<file path="src/rtl/conf_regs.sv">
// conf_regs: card configuration register bank (COR, CCSR, SCR) for the attribute-memory window.
// Ports:
//   CLK, RESETB           clock, synchronous active-low reset
//   A, D_in, REGSELB, WE  host write address/data, attribute select, write strobe (active-low)
//   OE, DDIR, D_out       host read strobe (active-low), buffer direction, read data
//   IRQ_IN, IREQB         function interrupt in (async), interrupt to host (active-low)
//   CONFIGURED, SOFT_RESET, PWRDWN  function enable, function-core reset, power-down request
module conf_regs #(
    parameter int ADDR_W        = 16,
    parameter int SEL_BIT       = 9,
    parameter int CONFIG_INDEX  = 1,
    parameter int SRESET_CYCLES = 16,
    parameter int PULSE_CYCLES  = 8
) (
    input  logic              CLK,
    input  logic              RESETB,
    input  logic [7:0]        D_in,
    output logic [7:0]        D_out,
    input  logic [ADDR_W-1:0] A,
    output logic              DDIR,
    input  logic              REGSELB,
    input  logic              OE,
    input  logic              WE,
    input  logic              IRQ_IN,
    output logic              IREQB,
    output logic              CONFIGURED,
    output logic              SOFT_RESET,
    output logic              PWRDWN
);
    localparam int SW = $clog2(SRESET_CYCLES + 1);
    localparam int PW = $clog2(PULSE_CYCLES + 1);

    logic          we_m, we_s, we_d, irq_m, irq_s, irq_d;
    logic [8:0]    a_c;
    logic [7:0]    d_c, cor, scr;
    logic          sel_c, intr, pwr, aud, cfg, ireq;
    logic [SW-1:0] scnt;
    logic [PW-1:0] pcnt, pcnt_n;
    logic          commit, w_cor, w_ccsr, w_scr, rise, lev, clr;
    logic          unused_a;

    assign unused_a   = ^A;
    assign commit     = we_s & ~we_d & sel_c;
    assign w_cor      = commit & (a_c == 9'h000);
    assign w_ccsr     = commit & (a_c == 9'h002);
    assign w_scr      = commit & (a_c == 9'h004);
    assign rise       = irq_s & ~irq_d;
    assign lev        = cor[6];
    assign clr        = w_ccsr & d_c[1];
    assign SOFT_RESET = cor[7] | (scnt != '0);
    assign DDIR       = ~REGSELB & ~OE & A[SEL_BIT];
    assign CONFIGURED = cfg;
    assign IREQB      = ireq;
    assign PWRDWN     = pwr;

    always_comb begin
        D_out  = (A[8:0] == 9'h000) ? cor :
                 (A[8:0] == 9'h002) ? {4'b0, aud, pwr, intr, 1'b0} :
                 (A[8:0] == 9'h004) ? scr : 8'h00;
        // pulse counter only runs in configured pulse mode; an edge reloads it
        pcnt_n = (!cfg || lev) ? '0 :
                 rise          ? PW'(PULSE_CYCLES) :
                 (pcnt != '0)  ? pcnt - 1'b1 : '0;
    end

    always_ff @(posedge CLK) begin
        if (!RESETB) begin
            // WE synchroniser rests at the idle (high) level so no capture follows reset
            {we_d, we_s, we_m}    <= 3'b111;
            {irq_d, irq_s, irq_m} <= 3'b000;
            a_c   <= '0;
            d_c   <= '0;
            sel_c <= 1'b0;
            cor   <= '0;
            scr   <= '0;
            intr  <= 1'b0;
            pwr   <= 1'b0;
            aud   <= 1'b0;
            cfg   <= 1'b0;
            ireq  <= 1'b1;
            scnt  <= '0;
            pcnt  <= '0;
        end else begin
            {we_d, we_s, we_m}    <= {we_s, we_m, WE};
            {irq_d, irq_s, irq_m} <= {irq_s, irq_m, IRQ_IN};
            if (!we_s) begin
                a_c   <= A[8:0];
                d_c   <= D_in;
                sel_c <= ~REGSELB & A[SEL_BIT];
            end
            scnt <= (scnt != '0) ? scnt - 1'b1 : scnt;
            cfg  <= (cor[5:0] == 6'(CONFIG_INDEX)) & ~SOFT_RESET;
            // set wins over a simultaneous host clear
            intr <= !cfg ? 1'b0 : lev ? irq_s : (rise | (intr & ~clr));
            pcnt <= pcnt_n;
            ireq <= ~(cfg & (lev ? irq_s : (pcnt_n != '0)));
            if (w_scr)
                scr <= d_c;
            if (w_ccsr)
                {aud, pwr} <= d_c[3:2];
            if (w_cor) begin
                cor <= d_c[7] ? 8'h80 : d_c;
                if (d_c[7]) begin
                    {aud, pwr, intr} <= 3'b000;
                    scnt <= SW'(SRESET_CYCLES);
                end
            end
        end
    end
endmodule

</file>
<file path="config.mk">
export PLATFORM = sky130hd
export DESIGN_NAME = conf_regs
export DESIGN_NICKNAME = d
export VERILOG_FILES = /design/src/rtl/conf_regs.sv
export SDC_FILE = /design/constraint.sdc
export NUM_CORES = 1
export LEC_CHECK = 0
export ABC_AREA = 1
export BUFFER_PORTS_ARGS = -buffer_cell sky130_fd_sc_hd__buf_2
export CAP_MARGIN = 20
export CORE_MARGIN = 2
export CORE_UTILIZATION = 59
export CTS_CLUSTER_SIZE = 30
export DETAILED_ROUTE_END_ITERATION = 10
export GPL_TIMING_DRIVEN = 0
export HOLD_SLACK_MARGIN = 0.06
export PLACE_DENSITY = 0.93
export RECOVER_POWER = 25
export SETUP_SLACK_MARGIN = 0.2
export SYNTH_ARGS = -nofsm -noshare
export SYNTH_HDL_FRONTEND = slang
export SYNTH_SLANG_ARGS = --single-unit
</file>
<file path="constraint.sdc">
create_clock -name CLK -period 2.3 [get_ports CLK]
set_clock_uncertainty 0.15 [all_clocks]
set_input_delay 0.23 -clock CLK [delete_from_list [all_inputs] [get_ports CLK]]
set_output_delay 0.23 -clock CLK [all_outputs]
set_load 0.1 [all_outputs]
</file>
==> flow_metrics.py, run 1 <==
metrics = {
    "sta": {
        "finalSetupViolCount": 0,
        "rsz0062_at_grt": "no",
        "fin_crit_sh_pct": 90.5,
        "hold_violations": 0,
        "drv_slew": 0,
        "slew_headroom_pct": 23.0,
        "worstMarginPinSlew_ns": 1.16,
        "period_minus_slack_ns": 2.08,
        "fmax_mhz": 481,
    },
    "clocking": {
        "cts_root_buffer": "clkbuf_8",
        "clock_sink_count": 54,
        "clock_latency_ns": 0.32,
        "postCtsSetupBuffers": 0,
        "clk_path_buf_depth": 2,
        "cts_buffers": 5,
        "clk_pin_slew_ns": 0.10,
        "htree_levels": 2,
        "cts_tree": "yes",
    },
    "setup_path": {
        "crit_required_ns": 1.92,
        "r2r-end": "scnt[0]",
        "r2r_cells": 8,
        "startpoint_type": "primary input",
        "critPathArrivalTime_ns": 1.70,
        "r2r_slack_ns": 0.34,
        "r2r-start": "we_s",
        "path_class": "in -> out",
        "critPathMaxFanout": 5,
        "endpoint_kind": "output pin",
    },
    "pwr": {
        "p_leak_uw": 0.00142,
        "ir_drop_uv": 721,
        "powerDensity_nw_per_um2": 710,
    },
    "global_routing": {
        "grt_antenna_before_repair": 0,
        "busiest_layer": "met2",
        "grt_pass1_wl_mm": 9.99,
        "grt_use_total_pct": 29.8,
        "grt_max_degree": 17,
        "overflow": 0,
        "grt_pass1_vias": 2249,
        "grtUsageMet2_pct": 47.7,
        "met1_usage_pct": 36.0,
        "met3_usage_pct": 6.17,
    },
    "floorplanning": {
        "die_x_um": 67.6,
        "fp-row-count": 23,
        "die_h_um": 67.6,
        "initial_core_util_pct": 60.6,
        "io_pins": 43,
        "die-area_um2": 4580,
        "core_um2": 3940,
    },
    "detailed_routing": {
        "drcViolationCount": 0,
        "drt-initial-drc-count": 222,
        "route.vias.total": 2460,
        "wire_per_inst_um": 14.7,
        "viasPerCell": 5.50,
        "antenna_left": 0,
        "drt_wl_total_mm": 6.58,
        "drtPass1Iterations": 5,
    },
    "synth": {
        "avgSynthCellArea_um2": 7.09,
        "synth_fp_nets": 368,
        "synth_seq_cells": 54,
        "synth_cell_types": 33,
        "netlist_area_um2": 2390,
        "synth_flop_cell": "dfxtp_1",
        "synth_edf_count": 0,
        "yosysSeqAreaShare_pct": 45.2,
        "ys.warnings.count": 0,
        "async_reset_ff_share_pct": 0,
        "netlist_instances": 337,
    },
    "placement": {
        "dp.cells": 423,
        "place_area_um2": 2640,
        "hpwl_mm": 4.05,
        "gp_congestion": 0.892,
        "io_buffers": 36,
    },
    "final_layout": {
        "layout.cells.non_filler": 447,
        "antenna_cells": 0,
        "synthToLayoutAreaGrowth_pct": 23.4,
        "final_cell_area_um2": 2950,
        "fin_nets": 427,
        "final_layout_size_suffix_gt1_share_pct": 16.9,
    },
    "min_path": {
        "min_to": "a_c[8]",
        "min_path_cells": 3,
        "hold_class": "in -> reg",
        "hp-start": "A[8]",
    },
    "run": {
        "cap_violations": 0,
    },
    "status": {
        "status": "complete, no violations",
    },
}
==> power by group <==
group / leakage (uW) / internal, uW / switching [uW]
Clock: 0.0000544 / 276 / 317
Sequential: 0.000440 / 983 / 33.3
Combinational: 0.000925 / 199 / 285
==> routing by layer <==
layer | routed length (um) | part of all wire (%) | vias to the layer above
li1 | - | - | 1165
met1 | 2480 | 38 | 1122
met2 | 3220 | 49 | 137
met3 | 569 | 8.7 | 36
met4 | 306 | 4.7 | 0
met5 | 0 | 0 | -
==> through the flow <==
step | setup WS (ns) | hold slack (ns) | total power [uW] | util, % | TNS [ns]
after CTS | 0.193 | 0.0675 | 2030 | 74.1 | 0
after global routing | 0.167 | 0.0624 | 2170 | 74.8 | 0
after floorplan | -0.240 | 0.178 | 1320 | - | -1.20
after detailed placement | 0.130 | 0.249 | 1410 | 66.9 | 0
after global placement | 0.178 | 0.243 | 1390 | 66.9 | 0
final | 0.219 | 0.0667 | 2090 | 74.8 | 0
==> worst max-delay path, cell delays in order <==
cell,delay [ns]
buf_2,0.11
nor2_1,0.12
nand2_1,0.16
nor3b_2,0.39
nand2_2,0.19
o21ai_1,0.17
buf_4,0.31
==> registers in the layout (all words and copies together) (netlist names) <==
| name | cells |
|---|---|
| CONFIGURED | 1 |
| IREQB | 1 |
| PWRDWN | 1 |
| a_c | 9 |
| aud | 1 |
| cor | 8 |
| d_c | 8 |
| intr | 1 |
| irq_d | 1 |
| irq_m | 1 |
| irq_s | 1 |
| pcnt | 4 |
| scnt | 5 |
| scr | 8 |
| sel_c | 1 |
| we_d | 1 |
| we_m | 1 |
| we_s | 1 |
==> area by class of cell <==
type / count / area [um2]
well taps: 50 / 62.6
fillers: 249 / 993
repair buffers: 52 / 374
inverters: 51 / 193
multi-input cells: 221 / 1080
clock buffers: 7 / 96.3
flip-flops and latches: 54 / 1080
clock inverters: 1 / 8.76
plain buffers: 11 / 56.3
==> what timing repair did <==
item | CTS | global route
hold buffers | 16 | 0
pin swaps | 0 | 0
hold endpoints to repair | 15 | 0
endpoints found under the setup margin | 9 | 8
resized for setup | 6 | 16
==> cells in the mapped netlist (3+ instances only) <==
library cell / n / area share, %
a21oi_1: 18 / 3.8
clkbuf_1: 7 / 1.1
dfxtp_1: 54 / 45
inv_1: 48 / 7.5
nand2_1: 67 / 11
nand3_1: 14 / 2.9
nand4_1: 4 / 1.0
nor2_1: 58 / 9.1
nor3_1: 4 / 0.84
o21ai_0: 19 / 4.0
o21ai_1: 13 / 2.7
or2_1: 3 / 0.79
==> logic make-up after synthesis <==
group / synth area share, %
xor gates and xnor gates: 1.10
buffers and inverters: 10.6
DFF: 45.2
and+or+nand+nor: 31.2
adders and majority gates: 0.523
AOI/OAI and AO/OA: 11.4
==> how the worst max path moves through the flow <==
| stage | start | to | slack [ns] |
|---|---|---|---|
| after global routing | A[6] | D_out[0] | 0.17 |
| after floorplan | A[6] | D_out[0] | -0.24 |
| final | A[6] | D_out[4] | 0.22 |
| after global placement | A[2] | D_out[3] | 0.18 |
| after detailed placement | A[2] | D_out[3] | 0.13 |
| after CTS | scnt[0] | SOFT_RESET | 0.19 |
==> placed cells by master (no fill, tap or decap), types with 2 or more instances in the layout <==
cell and count:
a21oi_1 18, buf_2 26, buf_4 4, buf_6 3
clkbuf_1 11, clkbuf_4 2, clkbuf_8 7, dfxtp_1 53
dlygate4sd3_1 16, inv_1 47, inv_2 3, nand2_1 66
nand2_2 3, nand3_1 13, nand3_2 2, nand4_1 4
nor2_1 58, nor2_2 2, nor3_1 4, nor3b_2 2
o21ai_0 19, o21ai_1 13, or2_2 2, or2_4 2
xnor2_1 2
No activity file was read; power rests on OpenSTA's default activity.
==> run 2: changes to the inputs <==
--- a/config.mk
+++ b/config.mk
@@ -6,15 +6,15 @@
 export NUM_CORES = 1
 export LEC_CHECK = 0
 export ABC_AREA = 1
-export BUFFER_PORTS_ARGS = -buffer_cell sky130_fd_sc_hd__buf_2
 export CAP_MARGIN = 20
 export CORE_MARGIN = 2
-export CORE_UTILIZATION = 59
+export CORE_UTILIZATION = 62
 export CTS_CLUSTER_SIZE = 30
 export DETAILED_ROUTE_END_ITERATION = 10
+export DONT_BUFFER_PORTS = 1
 export GPL_TIMING_DRIVEN = 0
 export HOLD_SLACK_MARGIN = 0.06
-export PLACE_DENSITY = 0.93
+export PLACE_DENSITY = 0.87
 export RECOVER_POWER = 25
 export SETUP_SLACK_MARGIN = 0.2
 export SYNTH_ARGS = -nofsm -noshare
==> run 2 against run 1 <==
Net effect:
- critical path type unchanged
- worst hold slack gained 0.026 ns
- first-iteration DRC count is 1.8% higher
- register-to-register slack barely moved
- die area decreased by 4.6%
- via count down 8.5%
- highest routed layer unchanged
- wire length decreased by 5.1%
- combinational power is 19% lower
==> flow_metrics.py, run 2 (synthesis gave the netlist of run 1 again) <==
metrics = {
    "sta": {
        "slew_headroom_pct": 29.7,
        "worst_slack_ns": 0.233,
        "finalSetupViolCount": 0,
        "rsz0062_at_grt": "no",
        "drv_slew": 0,
        "period_minus_slack_ns": 2.07,
        "fmax_mhz": 484,
        "fin_crit_sh_pct": 89.9,
        "hold_violations": 0,
        "worstMarginPinSlew_ns": 1.05,
        "holdWs_ns": 0.0929,
    },
    "pwr": {
        "powerDensity_nw_per_um2": 683,
        "ir_drop_uv": 641,
        "p_leak_uw": 0.00133,
    },
    "final_layout": {
        "largest_register_ff_count": 9,
        "fin_nets": 397,
        "layout.cells.non_filler": 415,
        "layout_common_cells": "nand2_1 (66), nor2_1 (57), dfxtp_1 (53)",
        "synthToLayoutAreaGrowth_pct": 19.2,
        "regMostFlops": "a_c",
        "final_layout_size_suffix_gt1_share_pct": 10.4,
        "antenna_cells": 0,
        "final_cell_area_um2": 2850,
        "utilization_pct": 77.2,
        "final_common_cell": "nand2_1",
    },
    "global_routing": {
        "grt_antenna_before_repair": 0,
        "grt_pass1_wl_mm": 9.37,
        "grt_max_degree": 16,
        "grt_pass1_vias": 2070,
        "overflow": 0,
        "grt_use_total_pct": 29.2,
    },
    "detailed_routing": {
        "viasPerCell": 5.42,
        "antenna_left": 0,
        "route.vias.total": 2250,
        "wire_per_inst_um": 15.0,
        "drt-initial-drc-count": 226,
        "drtPass1Iterations": 5,
        "drt_wl_total_mm": 6.24,
        "drcViolationCount": 0,
    },
    "floorplanning": {
        "core_um2": 3690,
        "fp-row-count": 22,
        "io_pins": 43,
        "die-area_um2": 4370,
        "die_x_um": 66.1,
        "initial_core_util_pct": 64.8,
        "die_h_um": 66.1,
    },
    "setup_path": {
        "crit_required_ns": 1.92,
        "r2r-end": "IREQB",
        "r2r_slack_ns": 0.33,
        "critPathMaxFanout": 5,
        "path_class": "in -> out",
        "r2r_cells": 5,
        "startpoint_type": "primary input",
        "endpoint_kind": "output pin",
        "r2r-start": "CONFIGURED",
        "critPathArrivalTime_ns": 1.69,
    },
    "clocking": {
        "clock_sink_count": 54,
        "htree_levels": 2,
        "clk_pin_slew_ns": 0.09,
        "cts_tree": "yes",
        "clock_latency_ns": 0.31,
        "postCtsSetupBuffers": 0,
        "cts_root_buffer": "clkbuf_8",
        "cts_buffers": 5,
        "clk_path_buf_depth": 2,
    },
    "min_path": {
        "hold_class": "in -> reg",
        "min_path_cells": 3,
        "hp-start": "RESETB",
        "min_to": "irq_m",
    },
    "placement": {
        "hpwl_mm": 3.80,
        "dp.cells": 385,
        "gp_congestion": 0.868,
        "pre_cts_ws_ns": -0.0268,
        "place_area_um2": 2480,
        "io_buffers": 0,
    },
    "status": {
        "status": "complete, no violations",
    },
    "run": {
        "cap_violations": 0,
    },
}
## run 2: repair_timing
item                                   4_1_cts  5_1_grt
hold buffers                                22        0
gates resized for setup                      5        9
setup endpoints to repair                   10        7
pin swaps                                    0        2
endpoints found under the hold margin       24        0
## run 2: layout make-up
cell class                 count  area [um2]
multi-input combinational    221        1140
sequential                    54        1080
fill                         262         840
timing repair buffer          22         220
inverter                      51         193
clock buffer                   7        86.3
tap                           48        60.1
buffer                        11        57.6
clock inverter                 1        5.00
## run 2: critical path: stages
cell and delay [ns]:
nor2_1 0.11, nand2_1 0.16, nor3b_2 0.36, nand2_4 0.20
o21ai_4 0.63
## run 2: worst max path at each step
| stage | startpoint | to | slack [ns] | cells past startpoint |
|---|---|---|---|---|
| after global placement | A[4] | D_out[6] | -0.51 | 5 |
| after detailed placement | A[4] | D_out[6] | -0.03 | 5 |
| after CTS | A[4] | D_out[6] | -0.03 | 5 |
| after global routing | CONFIGURED | pcnt[1] | 0.19 | 5 |
| after floorplan | A[6] | D_out[0] | -0.24 | 5 |
| final | A[4] | D_out[6] | 0.23 | 5 |
## run 2: metrics by stage
stage | setup TNS [ns] | total power (uW)
floorplan | -1.20 | 1320
global placement | -2.48 | 1360
detailed placement | -0.107 | 1370
CTS | -0.118 | 1930
global route | 0 | 2030
finish | 0 | 1950
## run 2: layer usage
metal	global-route usage [%]	wire, um	vias up
li1	-	-	1103
met1	36.3	2500	1009
met2	49.0	3050	119
met3	6.98	562	19
met4	11.0	131	0
met5	0	0	-
## run 2: power by group
group | total [uW] | switching, uW | leakage (uW) | internal (uW)
clock | 544 | 301 | 0.0000482 | 243
sequential | 1010 | 29.7 | 0.000440 | 981
combinational | 391 | 256 | 0.000837 | 135
